<file path="src/rtl/switch_debounce_pkg.sv">
// Board timing constants shared by the switch debouncer and its channels.
package switch_debounce_pkg;

    localparam int unsigned CLK_HZ                  = 50_000_000;
    localparam int unsigned DEBOUNCE_MS             = 10;
    localparam int unsigned DEFAULT_DEBOUNCE_CYCLES = CLK_HZ / 1000 * DEBOUNCE_MS;

endpackage

</file>
<file path="src/rtl/switch_debounce_if.sv">
// Switch-side bundle: raw pins in, debounced levels, edge pulses and event flags out.
interface switch_debounce_if #(
    parameter int unsigned WIDTH = 4
);

    logic [WIDTH-1:0] sw_raw;
    logic [WIDTH-1:0] sw_stable;
    logic [WIDTH-1:0] sw_rise;
    logic [WIDTH-1:0] sw_fall;
    logic [WIDTH-1:0] event_mask;
    logic             event_pending;
    logic             event_clear;

    modport master (
        output sw_raw,
        output event_clear,
        input  sw_stable,
        input  sw_rise,
        input  sw_fall,
        input  event_mask,
        input  event_pending
    );

    modport slave (
        input  sw_raw,
        input  event_clear,
        output sw_stable,
        output sw_rise,
        output sw_fall,
        output event_mask,
        output event_pending
    );

endinterface

</file>
<file path="src/rtl/debounce_bit.sv">
// One switch channel: 2-FF synchroniser, persistence counter, stable level and edge pulses.
module debounce_bit
    import switch_debounce_pkg::*;
#(
    parameter int unsigned DEBOUNCE_CYCLES = DEFAULT_DEBOUNCE_CYCLES
) (
    input  logic CLOCK50,
    input  logic RESET_N,
    input  logic sw_raw,
    output logic stable,
    output logic rise,
    output logic fall,
    output logic accept
);

    localparam int unsigned   CW       = $clog2(DEBOUNCE_CYCLES);
    localparam logic [CW-1:0] CNT_LAST = CW'(DEBOUNCE_CYCLES - 1);

    logic          s1;
    logic          s2;
    logic [CW-1:0] cnt;

    // High on the edge where the new level has persisted long enough to be taken.
    assign accept = (s2 != stable) && (cnt == CNT_LAST);

    always_ff @(posedge CLOCK50 or negedge RESET_N) begin
        if (!RESET_N) begin
            s1     <= 1'b0;
            s2     <= 1'b0;
            cnt    <= '0;
            stable <= 1'b0;
            rise   <= 1'b0;
            fall   <= 1'b0;
        end else begin
            s1   <= sw_raw;
            s2   <= s1;
            rise <= accept & s2;
            fall <= accept & ~s2;
            if (s2 == stable) begin
                cnt <= '0;
            end else if (accept) begin
                stable <= s2;
                cnt    <= '0;
            end else begin
                cnt <= cnt + CW'(1);
            end
        end
    end

endmodule

</file>
<file path="src/rtl/switch_debounce.sv">
// Debounces WIDTH slide switches and keeps a sticky, clearable change-event register.
module switch_debounce
    import switch_debounce_pkg::*;
#(
    parameter int unsigned WIDTH           = 4,
    parameter int unsigned DEBOUNCE_CYCLES = DEFAULT_DEBOUNCE_CYCLES
) (
    input  logic              CLOCK50,
    input  logic              RESET_N,
    switch_debounce_if.slave  sw_if
);

    logic [WIDTH-1:0] stable;
    logic [WIDTH-1:0] rise;
    logic [WIDTH-1:0] fall;
    logic [WIDTH-1:0] accept;
    logic [WIDTH-1:0] mask_q;
    logic [WIDTH-1:0] mask_next;
    logic             pending_q;

    for (genvar i = 0; i < WIDTH; i++) begin : g_ch
        debounce_bit #(
            .DEBOUNCE_CYCLES(DEBOUNCE_CYCLES)
        ) u_bit (
            .CLOCK50 (CLOCK50),
            .RESET_N (RESET_N),
            .sw_raw  (sw_if.sw_raw[i]),
            .stable  (stable[i]),
            .rise    (rise[i]),
            .fall    (fall[i]),
            .accept  (accept[i])
        );
    end

    // A change landing on the same edge as a clear survives it.
    always_comb begin
        mask_next = (mask_q & ~{WIDTH{sw_if.event_clear}}) | accept;
    end

    always_ff @(posedge CLOCK50 or negedge RESET_N) begin
        if (!RESET_N) begin
            mask_q    <= '0;
            pending_q <= 1'b0;
        end else begin
            mask_q    <= mask_next;
            pending_q <= |mask_next;
        end
    end

    assign sw_if.sw_stable     = stable;
    assign sw_if.sw_rise       = rise;
    assign sw_if.sw_fall       = fall;
    assign sw_if.event_mask    = mask_q;
    assign sw_if.event_pending = pending_q;

endmodule
</file>
<file path="src/flat_wrapper.sv">
// flat-port wrapper written by rule: the top's interface ports become plain ports
module switch_debounce_flat import switch_debounce_pkg::*;
#(
    parameter int unsigned WIDTH           = 4,
    parameter int unsigned DEBOUNCE_CYCLES = DEFAULT_DEBOUNCE_CYCLES
)
  (CLOCK50, RESET_N, sw_if_sw_raw, sw_if_event_clear, sw_if_sw_stable, sw_if_sw_rise, sw_if_sw_fall, sw_if_event_mask, sw_if_event_pending);
  switch_debounce_if #(.WIDTH(WIDTH)) sw_if_i ();
  input  logic CLOCK50;
  input  logic RESET_N;
  input wire logic [$bits(sw_if_i.sw_raw)-1:0] sw_if_sw_raw;
  input wire logic [$bits(sw_if_i.event_clear)-1:0] sw_if_event_clear;
  output wire logic [$bits(sw_if_i.sw_stable)-1:0] sw_if_sw_stable;
  output wire logic [$bits(sw_if_i.sw_rise)-1:0] sw_if_sw_rise;
  output wire logic [$bits(sw_if_i.sw_fall)-1:0] sw_if_sw_fall;
  output wire logic [$bits(sw_if_i.event_mask)-1:0] sw_if_event_mask;
  output wire logic [$bits(sw_if_i.event_pending)-1:0] sw_if_event_pending;
  assign sw_if_i.sw_raw = sw_if_sw_raw;
  assign sw_if_i.event_clear = sw_if_event_clear;
  assign sw_if_sw_stable = sw_if_i.sw_stable;
  assign sw_if_sw_rise = sw_if_i.sw_rise;
  assign sw_if_sw_fall = sw_if_i.sw_fall;
  assign sw_if_event_mask = sw_if_i.event_mask;
  assign sw_if_event_pending = sw_if_i.event_pending;
  switch_debounce #(.WIDTH(WIDTH), .DEBOUNCE_CYCLES(DEBOUNCE_CYCLES)) u_core (.CLOCK50(CLOCK50), .RESET_N(RESET_N), .sw_if(sw_if_i));
endmodule
</file>
<file path="config.mk">
export PLATFORM = sky130hd
export DESIGN_NAME = switch_debounce_flat
export DESIGN_NICKNAME = d
export VERILOG_FILES = /design/src/rtl/switch_debounce_pkg.sv /design/src/rtl/switch_debounce_if.sv /design/src/rtl/debounce_bit.sv /design/src/rtl/switch_debounce.sv /design/src/flat_wrapper.sv
export SDC_FILE = /design/constraint.sdc
export NUM_CORES = 1
export LEC_CHECK = 0
export BUFFER_PORTS_ARGS = -buffer_cell sky130_fd_sc_hd__clkbuf_2
export CAP_MARGIN = 20
export CORE_MARGIN = 4
export CORE_UTILIZATION = 50
export DETAILED_ROUTE_END_ITERATION = 7
export GPL_TIMING_DRIVEN = 0
export MAX_ROUTING_LAYER = met4
export PLACE_DENSITY = 0.7
export SYNTH_ARGS = -nofsm -noshare
export SYNTH_HDL_FRONTEND = slang
export SYNTH_SLANG_ARGS = --single-unit
</file>
<file path="constraint.sdc">
create_clock -name CLOCK50 -period 1.8 [get_ports CLOCK50]
set_input_delay 0.27 -clock CLOCK50 [delete_from_list [all_inputs] [get_ports CLOCK50]]
set_output_delay 0.27 -clock CLOCK50 [all_outputs]
set_load 0.01 [all_outputs]
</file>
==> results, run 1 <==
- The run finished with clean final reports.
- For this run, design rule violations remaining after detail routing come to 0.
- The detailed router placed 3,641 vias in this run.
- For this design the static power due to leakage is 2.55 nW.
- After clock tree synthesis, the clock-pin slew on the worst setup and hold paths is 0.09 ns.
- The cell area power density is 694 mW/mm^2.
- Total power for the finished layout comes to 0.00406 W.
- The worst-case IR drop observed on VDD is 0.482 mV.
- Data on the critical path is required at its endpoint by 2.10 ns.
- The leftover overflow at the end of global routing is 0.
- The path class of the tightest hold or removal check is in -> reg.
- The cell at the root of the clock tree is clkbuf_8.
- The kind of launch point of the worst setup path is a flip-flop.
- The relative area change from synthesis to final layout is 22.4%.
- The routed design has 9.77 mm of wire.
- The largest net degree at the start of global routing is 62.
- The worst setup path is of the reg -> reg kind.
- The number of nets in the synthesized netlist is 488.
- The final setup skew is 0.00925 ns.
- The synthesized design contains 0 enable-type register cells.
- The final period demand of the worst path is 1.78 ns.
- 0 antenna diodes ended up in the layout.
- The total stage count of the critical path is 4.
- The worst setup path is captured at a flip-flop.
- STA puts the critical path data arrival time at 2.08 ns.
- Input and output buffers added on the ports amount to 23.
- For this block, the initial DRC count from the detailed router was 130.
- The first global-routing pass estimated 16.5 mm of wire.
- The highest net fanout along the worst path is 7.
- The count of mapped cells out of synthesis is 477.
- Detailed routing placed a total of 4.93 mm of wire on met2.
- The total count of hold-check failures in the final report was 0.
- The mux cell area share after synthesis is 0.706%.
- For this design, the slowest cell found on the critical path is or4_1.
- Max-cap violations in this run came to 0.
- The number of global-route vias before repair is 3,610.
- The fraction of synthesis flops using an asynchronous set or reset pin is 100%.
- The family with the most delay on the worst path is simple AND/OR/NAND/NOR gates.
- For the pin with the worst max-slew slack, the measured transition is 0.580 ns.
- Counting the buffers created by CTS gives 9.
- The final worst-path cycle share is 99.2%.
- Counting instances, the worst hold path has a depth of 3.
- The number of antenna violations at the first check in global routing is 0.
- The core area is 0.00928 mm^2.
- Based on the critical path, the design can be clocked at up to 0.560 GHz.
- The placed cell count is 630.
- The count of nets left with antenna violations after detail routing is 0.
- TritonCTS built the clock tree.
- The number of iterations in the first detailed-routing pass is 4.
- The count of nets after finishing is 557.
- The routed wire length on met3 is 328 um.
- The area taken by flip-flops and latches is 0.00254 mm^2.
- The critical path goes through and4_4 > nand4_1 > or4_1 > a21oi_1.
- The via density per instance is 5.36.
- The total negative slack for setup checks is 0 ns.
- The combined area of the multi-input logic cells is 0.00222 mm^2.
- The worst register-to-register path has a setup slack of 0.02 ns.
- The final worst setup slack is 0.0150 ns.
- After Yosys synthesis, XOR and XNOR cells account for 10.1% of the synthesized area.
- The sequential element share of the synthesized area is 52.8%.
- The non-filler instance count after layout is 679.
- The area of the die is 0.0112 mm^2.
- The Yosys step of the flow raised 0 warnings.
- The share of synthesized cell area in and, or, nand and nor gates is 24.3%.
- For this run, the slowest stage of the critical path takes 0.56 ns.
- By area, the combinational part of the netlist is dominated by simple AND/OR/NAND/NOR gates.
- Before CTS, the worst setup slack after placement is -0.290 ns.
- 24 I/O pins were placed.
- Setup violations remaining at the end of the flow were counted as 0.
- The fraction of the mapped netlist area in compound gates is 6.09%.
- The worst-case clock buffer depth is 2.
- The average wire per cell in the routed design is 14.4 um.
- The most used flip-flop cell after synthesis is dfrtp_1.
- The count of H-tree levels built during CTS is 3.
- The met1 wire length is 4.33 mm.
- In the global route stage, overall resource usage came out at 18.6%.
- The cell row count is 35.
- The mean area per synthesized cell is 10.0 um^2.
- The mapped cell area is 0.00479 mm^2.
- Detailed placement ended at an HPWL of 6.19 mm.
- The clock net sink count is 101.
- The post-synthesis sequential element count is 101.
- Measured in cells, the most critical reg-to-reg path has a length of 4.
- The clock reaches the later pin of the worst-skew pair after 0.37 ns.
- The count of buffer and inverter cells on the critical path is 0.
- The final design utilization is 63.1%.
- Setup repair after global routing could not meet its margin everywhere.
- The area share of fa/ha/maj cells after synthesis is 1.05%.
- The detailed router used layers up to and including met4.
- The vertical extent of the die is 106 um.
- Of the cells placed in the final design, the portion with a size suffix greater than 1 is 25.8%.
- Measured against its own limit, the worst slew margin works out to 61.3%.
- The effective utilization at floorplan is 51.5%.
- The max-slew violation count is 0.
- The filler cell count is 781.
- The global placement routability congestion is 0.835.
- The die span in x is 106 um.
- Synthesis instantiated 34 different standard cells from the library.
==> final cells by class <==
type | instances | area share (%)
Buffer | 17 | 2.50
Clock buffer | 11 | 2.41
Clock inverter | 4 | 1.24
Inverter | 23 | 1.47
Multi-Input combinational cell | 328 | 38.0
Sequential cell | 101 | 43.3
Tap cell | 129 | 2.76
Timing Repair Buffer | 66 | 8.29
==> path summary, 6_finish.rpt <==
path | startpoint | endpoint
worst max-delay path | u_core.g_ch[2].u_bit.cnt[9] | u_core.g_ch[2].u_bit.cnt[18]
worst min-delay path | sw_if_event_clear | u_core.sw_if.event_mask[2]
worst max register to register | u_core.g_ch[2].u_bit.cnt[9] | u_core.g_ch[2].u_bit.cnt[18]
worst min register to register | u_core.g_ch[3].u_bit.s1 | u_core.g_ch[3].u_bit.s2
max in group asynchronous | RESET_N | u_core.g_ch[1].u_bit.cnt[5]
min in group asynchronous | RESET_N | u_core.g_ch[0].u_bit.cnt[4]
==> layer usage <==
layer | vias to the layer above | GRT usage, %
met5 | - | -
met1 | 1782 | 23.1
li1 | 1792 | -
met2 | 53 | 29.6
met3 | 14 | 5.08
met4 | 0 | 6.01
==> cell usage after synthesis, drive strengths merged (4+ instances only) <==
cell type / n / area (um^2)
or3: 11 / 68.8
and4: 10 / 87.6
or4: 12 / 90.1
xnor2: 28 / 245
buf: 21 / 135
and3: 9 / 56.3
a21oi: 19 / 95.1
xor2: 27 / 236
ha: 4 / 50.1
inv: 23 / 86.3
o21ai: 9 / 45.0
nand3: 21 / 105
nand4: 26 / 178
nor3: 11 / 55.1
nor4b: 4 / 35.0
dfrtp: 101 / 2530
clkbuf: 4 / 15.0
nand2: 24 / 90.1
nor2: 71 / 267
o31ai: 10 / 75.1
nor4: 10 / 62.6
==> logic make-up (layout without fill, tap and decap cells) <==
logic type / Yosys count / count (layout)
AND/OR/NAND/NOR: 219 / 219
flip-flops: 101 / 101
AO/OA/AOI/OAI: 47 / 47
buffers and inverters: 48 / 121
adder cells (fa/ha/maj): 4 / 4
XOR/XNOR: 55 / 55
multiplexers: 3 / 3
==> cells in the final DEF, fill, tap and decap left out, types with 10 or more instances in the layout <==
master / count
a21oi_1: 17
clkbuf_2: 22
nor3_1: 10
nand4_1: 25
xnor2_1: 28
dfrtp_1: 92
xor2_1: 27
o31ai_1: 10
inv_1: 23
buf_4: 49
nand2_1: 23
clkbuf_8: 10
nor2_1: 70
nand3_1: 16
==> metrics by stage <==
step | hold WS (ns) | area, um^2
finish | 0.289 | 5860
global route | 0.288 | 5860
CTS | 0.275 | 5610
detailed placement | 0.336 | 5100
global placement | 0.336 | 5070
floorplan | -0.0256 | 4790
==> worst reg2reg max path, delay by kind of cell, from the launching register on <==
kind | cells | cell delay, ns
AND/OR/NAND/NOR | 3 | 1.11
flip-flops | 1 | 0.43
AO/OA/AOI/OAI | 1 | 0.17
==> report_power, final <==
part	switching (W)	leakage (nW)	internal (W)
Clock	0.000740	0.105	0.000811
Combinational	0.000109	1.08	0.0000747
Sequential	0.0000310	1.37	0.00230
Total	0.000880	2.55	0.00318
==> sequential cells by signal (all words and copies together), names as in the netlist <==
signal	count
u_core.g_ch.u_bit.cnt	76
u_core.g_ch.u_bit.fall	4
u_core.g_ch.u_bit.rise	4
u_core.g_ch.u_bit.s1	4
u_core.g_ch.u_bit.s2	4
u_core.g_ch.u_bit.stable	4
u_core.sw_if.event_mask	4
u_core.sw_if.event_pending	1
==> timing repair <==
item | in CTS | in global routing
resized for setup | 33 | 32
cloned | 0 | 0
hold buffers | 5 | 0
buffers inserted | 19 | 18
endpoints found under the setup margin | 62 | 56
pin swaps | 8 | 9
hold endpoints to repair | 44 | 0
(Power assumes the default switching activity.)
==> run 2: changes to the inputs <==
- CORE_UTILIZATION: 50 -> 40
- PLACE_DENSITY: 0.7 -> default
- SLEW_MARGIN: default -> 40
==> run 2 against run 1 <==
First-iteration DRC count increased by 64%. Routed wire length decreased by 0.16%. Global-route usage decreased by 3.4 points. Clock skew decreased by 0.0015 ns. Via count decreased by 0.74%. Highest routed layer unchanged. Setup slack got worse by 0.0018 ns. Utilization decreased by 12 points. Count of clock-buffer cells in the layout unchanged.
==> results, run 2 (synthesis results as in run 1) <==
- The flow ran to the end, and the final reports show no timing, DRC or antenna violations.
- The worst setup path is captured at a flip-flop.
- The H-tree was split into 3 levels.
- At the worst endpoint, the arrival time is 2.02 ns.
- In the layout the commonest cells are dfrtp_1 (92), nor2_1 (70), buf_4 (44), xnor2_1 (28), xor2_1 (27).
- Data on the critical path is required at its endpoint by 2.03 ns.
- The cell row count is 39.
- The detail route stage leaves a number of antenna-violating nets equal to 0.
- Entering global routing, the biggest net connects 71 pins.
- The global-route total usage across every layer is 15.2%.
- Cells fill 51.2% of the core in the end.
- In this run the deepest clock path goes through 2 buffers.
- For this design the static power due to leakage is 2.60 nW.
- The critical path is of the reg -> reg type.
- Once placement completed, the tool counted placed cells totaling 644.
- The worst supply voltage drop on vdd is 0.491 mV.
- The final setup skew is 0.00773 ns.
- The number of clock buffers added by TritonCTS is 9.
- For this run, the top clock speed supported by timing is 0.560 GHz.
- Counting I/O delays and the setup requirement, the final critical path takes 1.79 ns.
- The area growth from synthesis to layout is 23.8%.
- The final layout contains routed wiring with a total length of 9.75 mm.
- The finished layout holds 684 standard cells, fillers aside.
- The number of antenna violations at the first check in global routing was 0.
- The core region is 0.0116 mm^2.
- The count of buffers added on input and output ports is 23.
- The slowest stage of the critical path belongs to the cell dfrtp_1.
- The total count of hold-check failures in the final report is 0.
- The initial utilization of the core area, before any placement, comes to 41.4%.
- The total half-perimeter wirelength after legalization and detailed placement is 6.15 mm.
- The repair_antennas step left the layout with diodes totalling 0.
- The min-delay analysis places its worst path in the category in -> reg.
- The register with the most flip-flops in the layout has 76 of them.
- Once layout is done, the placed cells without fillers occupy 0.00592 mm^2.
- Of the available clock period, the critical path in the final layout requires 99.3%.
- The worst stage delay on the critical path is 0.39 ns.
- Clock-pin slew was measured on the worst setup and hold paths at 0.06 ns.
- The count of unresolved DRC violations after routing is 0.
- The vertical extent of the die is 117 um.
- The cell area after placement is 0.00512 mm^2.
- The register with the highest flop count is u_core.g_ch.u_bit.cnt.
- The highest net fanout along the worst path is 3.
- The first global-routing pass estimated 16.8 mm of wire.
- Max-cap violations in this run came to 0.
- The clock tree from TritonCTS is yes.
- The share of post-route cells with drive strength above 1 is 24.6%.
- The most common cell after layout, fill and taps aside is dfrtp_1.
- The detailed router placed 3,614 vias in this run.
- The tightest slew margin relative to the limit is 72.2%.
- The critical path goes through nand4_1 > buf_4 > buf_4 > buf_4 > buf_4 > buf_4 > nor4_4 > xnor2_1 > nor2_1.
- The clock net in this run drives a total of 101 sinks.
- The cell at the root of the clock tree is clkbuf_16.
- The number of buffers and inverters on the critical path is 5.
- Among cell families on the critical path, the largest total delay comes from buffers and inverters.
- The number of iterations in the first detailed-routing pass is 4.
- The average wire per cell in the routed design is 14.3 um.
- In this run the power density over the cells is 801 mW/mm^2.
- The cell that appears most often on the critical path is buf_4.
- Routability-driven placement finished with a final weighted congestion of 0.840.
- The max-slew violation count came to 0.
- The number of global-route vias before repair is 3,493.
- The worst setup path is launched from a flip-flop.
- For the pin with the worst max-slew slack, the measured transition is 0.414 ns.
- The DRC marker count from the first detailed-route iteration is 213.
- In the routed layout, each cell is associated on average with a via count of 5.28.
- Setup repair after global routing could not meet its margin everywhere.
- Summed over all layers, the global routing overflow is 0.
- The top-level I/O count is 24.
- Power comes to 0.00475 W.
- The die is 117 um wide.
- The final-report setup violation count is 0.
- The area of the die is 0.0138 mm^2.
- At the later pin of the worst-skew pair, clock insertion delay measures 0.34 ns.
- For this run, the post-layout net count is 548.
-- run 2: cell count changes in the layout (fill, tap and decap cells not counted), moves of 2 or more --
| cell | before | now |
|---|---|---|
| dlygate4sd3_1 | 5 | 1 |
| and4_1 | 4 | 6 |
| and4_4 | 4 | 1 |
| buf_8 | 1 | 3 |
| buf_4 | 49 | 44 |
| clkbuf_8 | 10 | 3 |
| clkbuf_16 | 0 | 9 |
-- run 2: path summary, 6_finish.rpt --
| kind | from | end | slack (ns) | cells after the start |
|---|---|---|---|---|
| min in group asynchronous | RESET_N | u_core.g_ch[0].u_bit.cnt[15] | 0.39 | 2 |
| worst min-delay path | sw_if_sw_raw[1] | u_core.g_ch[1].u_bit.s1 | 0.03 | 1 |
| worst max register to register | u_core.g_ch[1].u_bit.cnt[9] | u_core.g_ch[1].u_bit.cnt[14] | 0.01 | 9 |
| worst min register to register | u_core.g_ch[3].u_bit.s1 | u_core.g_ch[3].u_bit.s2 | 0.34 | 0 |
| worst max-delay path | u_core.g_ch[1].u_bit.cnt[9] | u_core.g_ch[1].u_bit.cnt[14] | 0.01 | 9 |
| max in group asynchronous | RESET_N | u_core.g_ch[1].u_bit.cnt[4] | 0.79 | 3 |
-- run 2: where the power goes --
| part | internal [W] | total, W | switching [W] |
|---|---|---|---|
| registers | 0.00230 | 0.00233 | 0.0000348 |
| clock network | 0.00142 | 0.00224 | 0.000812 |
| logic | 0.0000678 | 0.000175 | 0.000107 |
| total | 0.00379 | 0.00475 | 0.000954 |
-- run 2: metal layers --
metal	GRT usage (%)	vias to the layer above	share of wire, %
met5	-	-	0
met4	5.28	0	1.4
met3	4.09	11	3.2
met2	23.7	57	48
met1	19.1	1769	47
li1	-	1777	-
-- run 2: stage by stage --
| stage | hold WS [ns] | TNS [ns] | worst slack (ns) |
|---|---|---|---|
| floorplan | -0.0256 | 0 | 0.000255 |
| global placement | 0.335 | -97.13 | -0.870 |
| detailed placement | 0.191 | -10.28 | -0.283 |
| CTS | 0.0198 | -0.00657 | -0.00657 |
| global route | 0.0183 | -0.253 | -0.0455 |
| finish | 0.0334 | 0 | 0.0132 |
-- run 2: final cells by class --
type,instances,area (um^2)
plain buffers,18,165
clock buffers,11,253
clock inverters,4,95.1
fillers,1014,5640
inverters,23,86.3
multi-input cells,328,2210
flip-flops and latches,101,2540
well taps,143,179
repair buffers,56,394
-- run 2: repair_timing --
item / CTS / global route
hold buffers: 1 / 0
pin swaps: 7 / 11
buffers inserted: 21 / 10
endpoints found under the hold margin: 31 / 0
resized for setup: 30 / 30
endpoints found under the setup margin: 59 / 53
==> run 3: changes to the inputs <==
- ABC_AREA: default -> 1
- CORE_UTILIZATION: 40 -> 30
==> run 3 against run 2 <==
Final area increased by 2.4%. Sequential share of layout area is 1.2 points lower. Critical endpoint is now u_core.g_ch[3].u_bit.cnt[17]. Utilization decreased by 16 points. Highest routed layer unchanged. Critical path type unchanged.
==> results, run 3 <==
- The area of the die is 0.0200 mm^2.
- The total wirelength of the detailed-routed design is 11.0 mm.
- The count of H-tree levels built during CTS is 3.
- For this configuration, the core starts out at a cell density of 30.8%.
- The first global-routing pass estimated 19.7 mm of wire.
- Max-cap violations in this run came to 0.
- The die span in x is 141 um.
- The clock net sink count is 101.
- Synthesis inferred 101 register bits.
- In the routed layout, each cell is associated on average with a via count of 4.44.
- The final period demand of the worst path is 1.49 ns.
- In this run the standard cell core region covers 0.0174 mm^2.
- On the critical path, the stage with the largest delay is an instance of dfrtp_1.
- The clock passes through at most 2 buffers.
- Setup repair after global routing left no endpoint under its margin.
- The clock arrives with 0.00694 ns of skew.
- The detailed router used layers up to and including met4.
- The worst supply voltage drop on vdd is 0.506 mV.
- The critical path goes through ha_1 > nand3_2 > nor2_1 > nand3_2 > nand2_2 > nor2_1.
- The top-level I/O count is 24.
- The clock network latency to the later pin of the worst-skew pair is 0.35 ns.
- The kind of launch point of the worst setup path is a flip-flop.
- The sequential element share of the synthesized area is 47.3%.
- Ranked by instance count, the synthesized netlist is headed by nor2_1 (176), nand2_1 (117), dfrtp_1 (101), inv_1 (77), nand3_1 (66).
- At the end of routability-driven placement, the weighted congestion stood at 0.875.
- For this block, the via count after detailed routing is 4,189.
- The floorplan has 48 rows.
- The number of flip-flops under the largest register name is 76.
- The number of antenna violations at the first check in global routing came to 0.
- The number of cell instances on the worst register-to-register path is 6.
- The sink of the worst hold path is u_core.g_ch[2].u_bit.s1.
- The largest net degree at the start of global routing is 70.
- The library cells used most frequently in the layout, excluding fill and tap cells, are nor2_1 (176), nand2_1 (117), dfrtp_1 (101), inv_1 (77), nand3_1 (66).
- The worst stage delay on the critical path is 0.37 ns.
- The post-cts repair resize count is 0.
- The met1 wire length is 5.60 mm.
- The register with the most flip-flops in the final layout is u_core.g_ch.u_bit.cnt.
- The type of the setup path with the least slack is reg -> reg.
- The Yosys step of the flow raised 0 warnings.
- Across all register-to-register paths, the minimum setup slack is 0.31 ns.
- The count of mapped cells out of synthesis is 679.
- The cell taking the most area after synthesis is dfrtp_1.
- Summed over its instances, the top area cell type makes up 47.3% of the synthesized netlist area.
- Setup violations remaining at the end of the flow were counted as 0.
- In this run the critical register-to-register path is launched from u_core.g_ch[3].u_bit.cnt[0].
- The number of antenna diodes in the final layout is 0.
- After synthesis, the mean cell area works out to 7.86 um^2.
- The number of port buffers is 23.
- After synthesis, the share of flip-flops with an asynchronous set or reset is 100%.
- The average wire per cell in the routed design is 11.6 um.
- The number of hold-repair buffers added at the cts stage is 1.
- In the detailed route, the total length drawn on met3 is 377 um.
- The worst flop-to-flop path endpoint is u_core.g_ch[3].u_bit.cnt[17].
- The cell area after placement is 0.00577 mm^2.
- The total half-perimeter wirelength after legalization and detailed placement is 7.96 mm.
- For this run, design rule violations remaining after detail routing come to 0.
- The post-route total power is 0.00438 W.
- The slew at the pin closest to its max-slew limit is 0.349 ns.
- The tightest min-delay check is of the in -> reg type.
- In this run, synthesis inferred 0 flip-flops with an integrated enable.
- The leftover overflow at the end of global routing is 0.
- Measured along the y axis, the die boundary spans 141 um.
- After clock tree synthesis, the clock-pin slew on the worst setup and hold paths is 0.06 ns.
- The start point of the worst hold path is sw_if_sw_raw[2].
- STA classifies the critical path endpoint as a flip-flop.
- The number of iterations in the first detailed-routing pass is 4.
- The total count of hold-check failures in the final report is 0.
- Counting instances, the worst hold path has a depth of 1.
- The critical path runs through a total of 6 cells.
- The number of global-route vias before repair is 4,217.
- The number of buffers added by the clock tree synthesis step is 9.
- The number of buffers and inverters on the critical path is 0.
- CTS placed an instance of clkbuf_16 at the clock tree root.
- After the last flow step, the layout net total stands at 726.
- Data on the critical path arrives at its endpoint at 1.72 ns.
- The final worst-path cycle share is 82.5%.
- The mapped netlist covers 0.00534 mm^2.
- The tightest slew margin relative to the limit is 76.7%.
- The timing-limited maximum frequency is 0.673 GHz.
- The highest net fanout along the worst path is 9.
- After synthesis, the cell types taking the most area are dfrtp_1 (47%), nor2_1 (12%), nand2_1 (8.2%), xor2_1 (6.4%), nand3_1 (6.2%).
- The max-slew violation count is 0.
- In this run, distinct cell masters in the synthesized netlist total 25.
- For this design the static power due to leakage is 2.64 nW.
- The relative area change from synthesis to final layout is 13.6%.
- The family with the most delay on the worst path is simple AND/OR/NAND/NOR gates.
- After clock tree synthesis, the setup repair step added 0 buffers.
- For this run, the total global-route usage over all layers was measured as 12.2%.
- The clock tree from TritonCTS is yes.
- The most frequently used cell type in the post-synthesis netlist is nor2_1.
- The run finished with clean final reports.
- The cell area power density is 722 mW/mm^2.
- The DRC marker count from the first detailed-route iteration is 280.
- The count of nets left with antenna violations once routing finished came out at 0.
- The required time reported for the critical path endpoint is 2.03 ns.
- The share of post-route cells with drive strength above 1 is 12.4%.
- Leaving out fill and tap cells, the most frequent cell in the layout is nor2_1.
- Synthesis produced a netlist with a net count of 690.
- The wire length on met2 is 4.86 mm.
- The most used flip-flop cell after synthesis is dfrtp_1.
- The final design area excluding fillers is 0.00607 mm^2.
==> run 3: metrics by stage <==
stage                     hold slack [ns]  setup WS (ns)  cells  TNS (ns)  utilization, %
after floorplan                   -0.0256          0.516    679         0               -
after global placement              0.334         -0.950    927    -95.06            33.1
after detailed placement            0.202          0.310    928         0            33.3
after CTS                         0.00883          0.303    944         0            34.9
after global routing              0.00764          0.157    944         0            34.9
final                              0.0280          0.315    944         0            34.9
==> run 3: area by class of cell <==
type,instances,area [um^2]
clock inverter,4,50.0
buffer,14,100
sequential,101,2530
fill,1814,11300
inverter,77,289
tap,225,282
clock buffer,11,233
multi-input combinational,487,2420
timing repair buffer,25,161
==> run 3: layer usage <==
layer | global-route usage (%) | vias up
met4 | 3.43 | 0
met3 | 3.44 | 11
met1 | 16.4 | 1936
met2 | 18.3 | 64
met5 | - | -
li1 | - | 2178
==> run 3: how the worst max path moves through the flow <==
stage | from | endpoint | slack (ns)
after floorplan | u_core.g_ch[0].u_bit.cnt[0] | u_core.g_ch[0].u_bit.stable | 0.52
after global placement | RESET_N | u_core.g_ch[0].u_bit.cnt[18] | -0.95
after detailed placement | u_core.g_ch[2].u_bit.cnt[0] | u_core.g_ch[2].u_bit.cnt[12] | 0.31
after CTS | u_core.g_ch[2].u_bit.cnt[0] | u_core.g_ch[2].u_bit.cnt[12] | 0.30
after global routing | u_core.g_ch[3].u_bit.cnt[0] | u_core.g_ch[3].u_bit.cnt[18] | 0.16
final | u_core.g_ch[3].u_bit.cnt[0] | u_core.g_ch[3].u_bit.cnt[17] | 0.31
==> run 3: logic make-up (layout without fill, tap and decap cells) <==
logic type	after synthesis	in the layout	share of synthesized area (%)
simple gates	425	425	35.9
buf+inv	91	131	7.29
flops	101	101	47.3
xor+xnor	43	43	7.05
fa+ha+maj	4	4	0.937
compound gates	15	15	1.45
==> run 3: power breakdown <==
part / switching, W / internal [W] / leakage, nW
registers: 0.0000244 / 0.00230 / 1.38
clock network: 0.000838 / 0.00107 / 0.132
logic: 0.000107 / 0.0000398 / 1.12
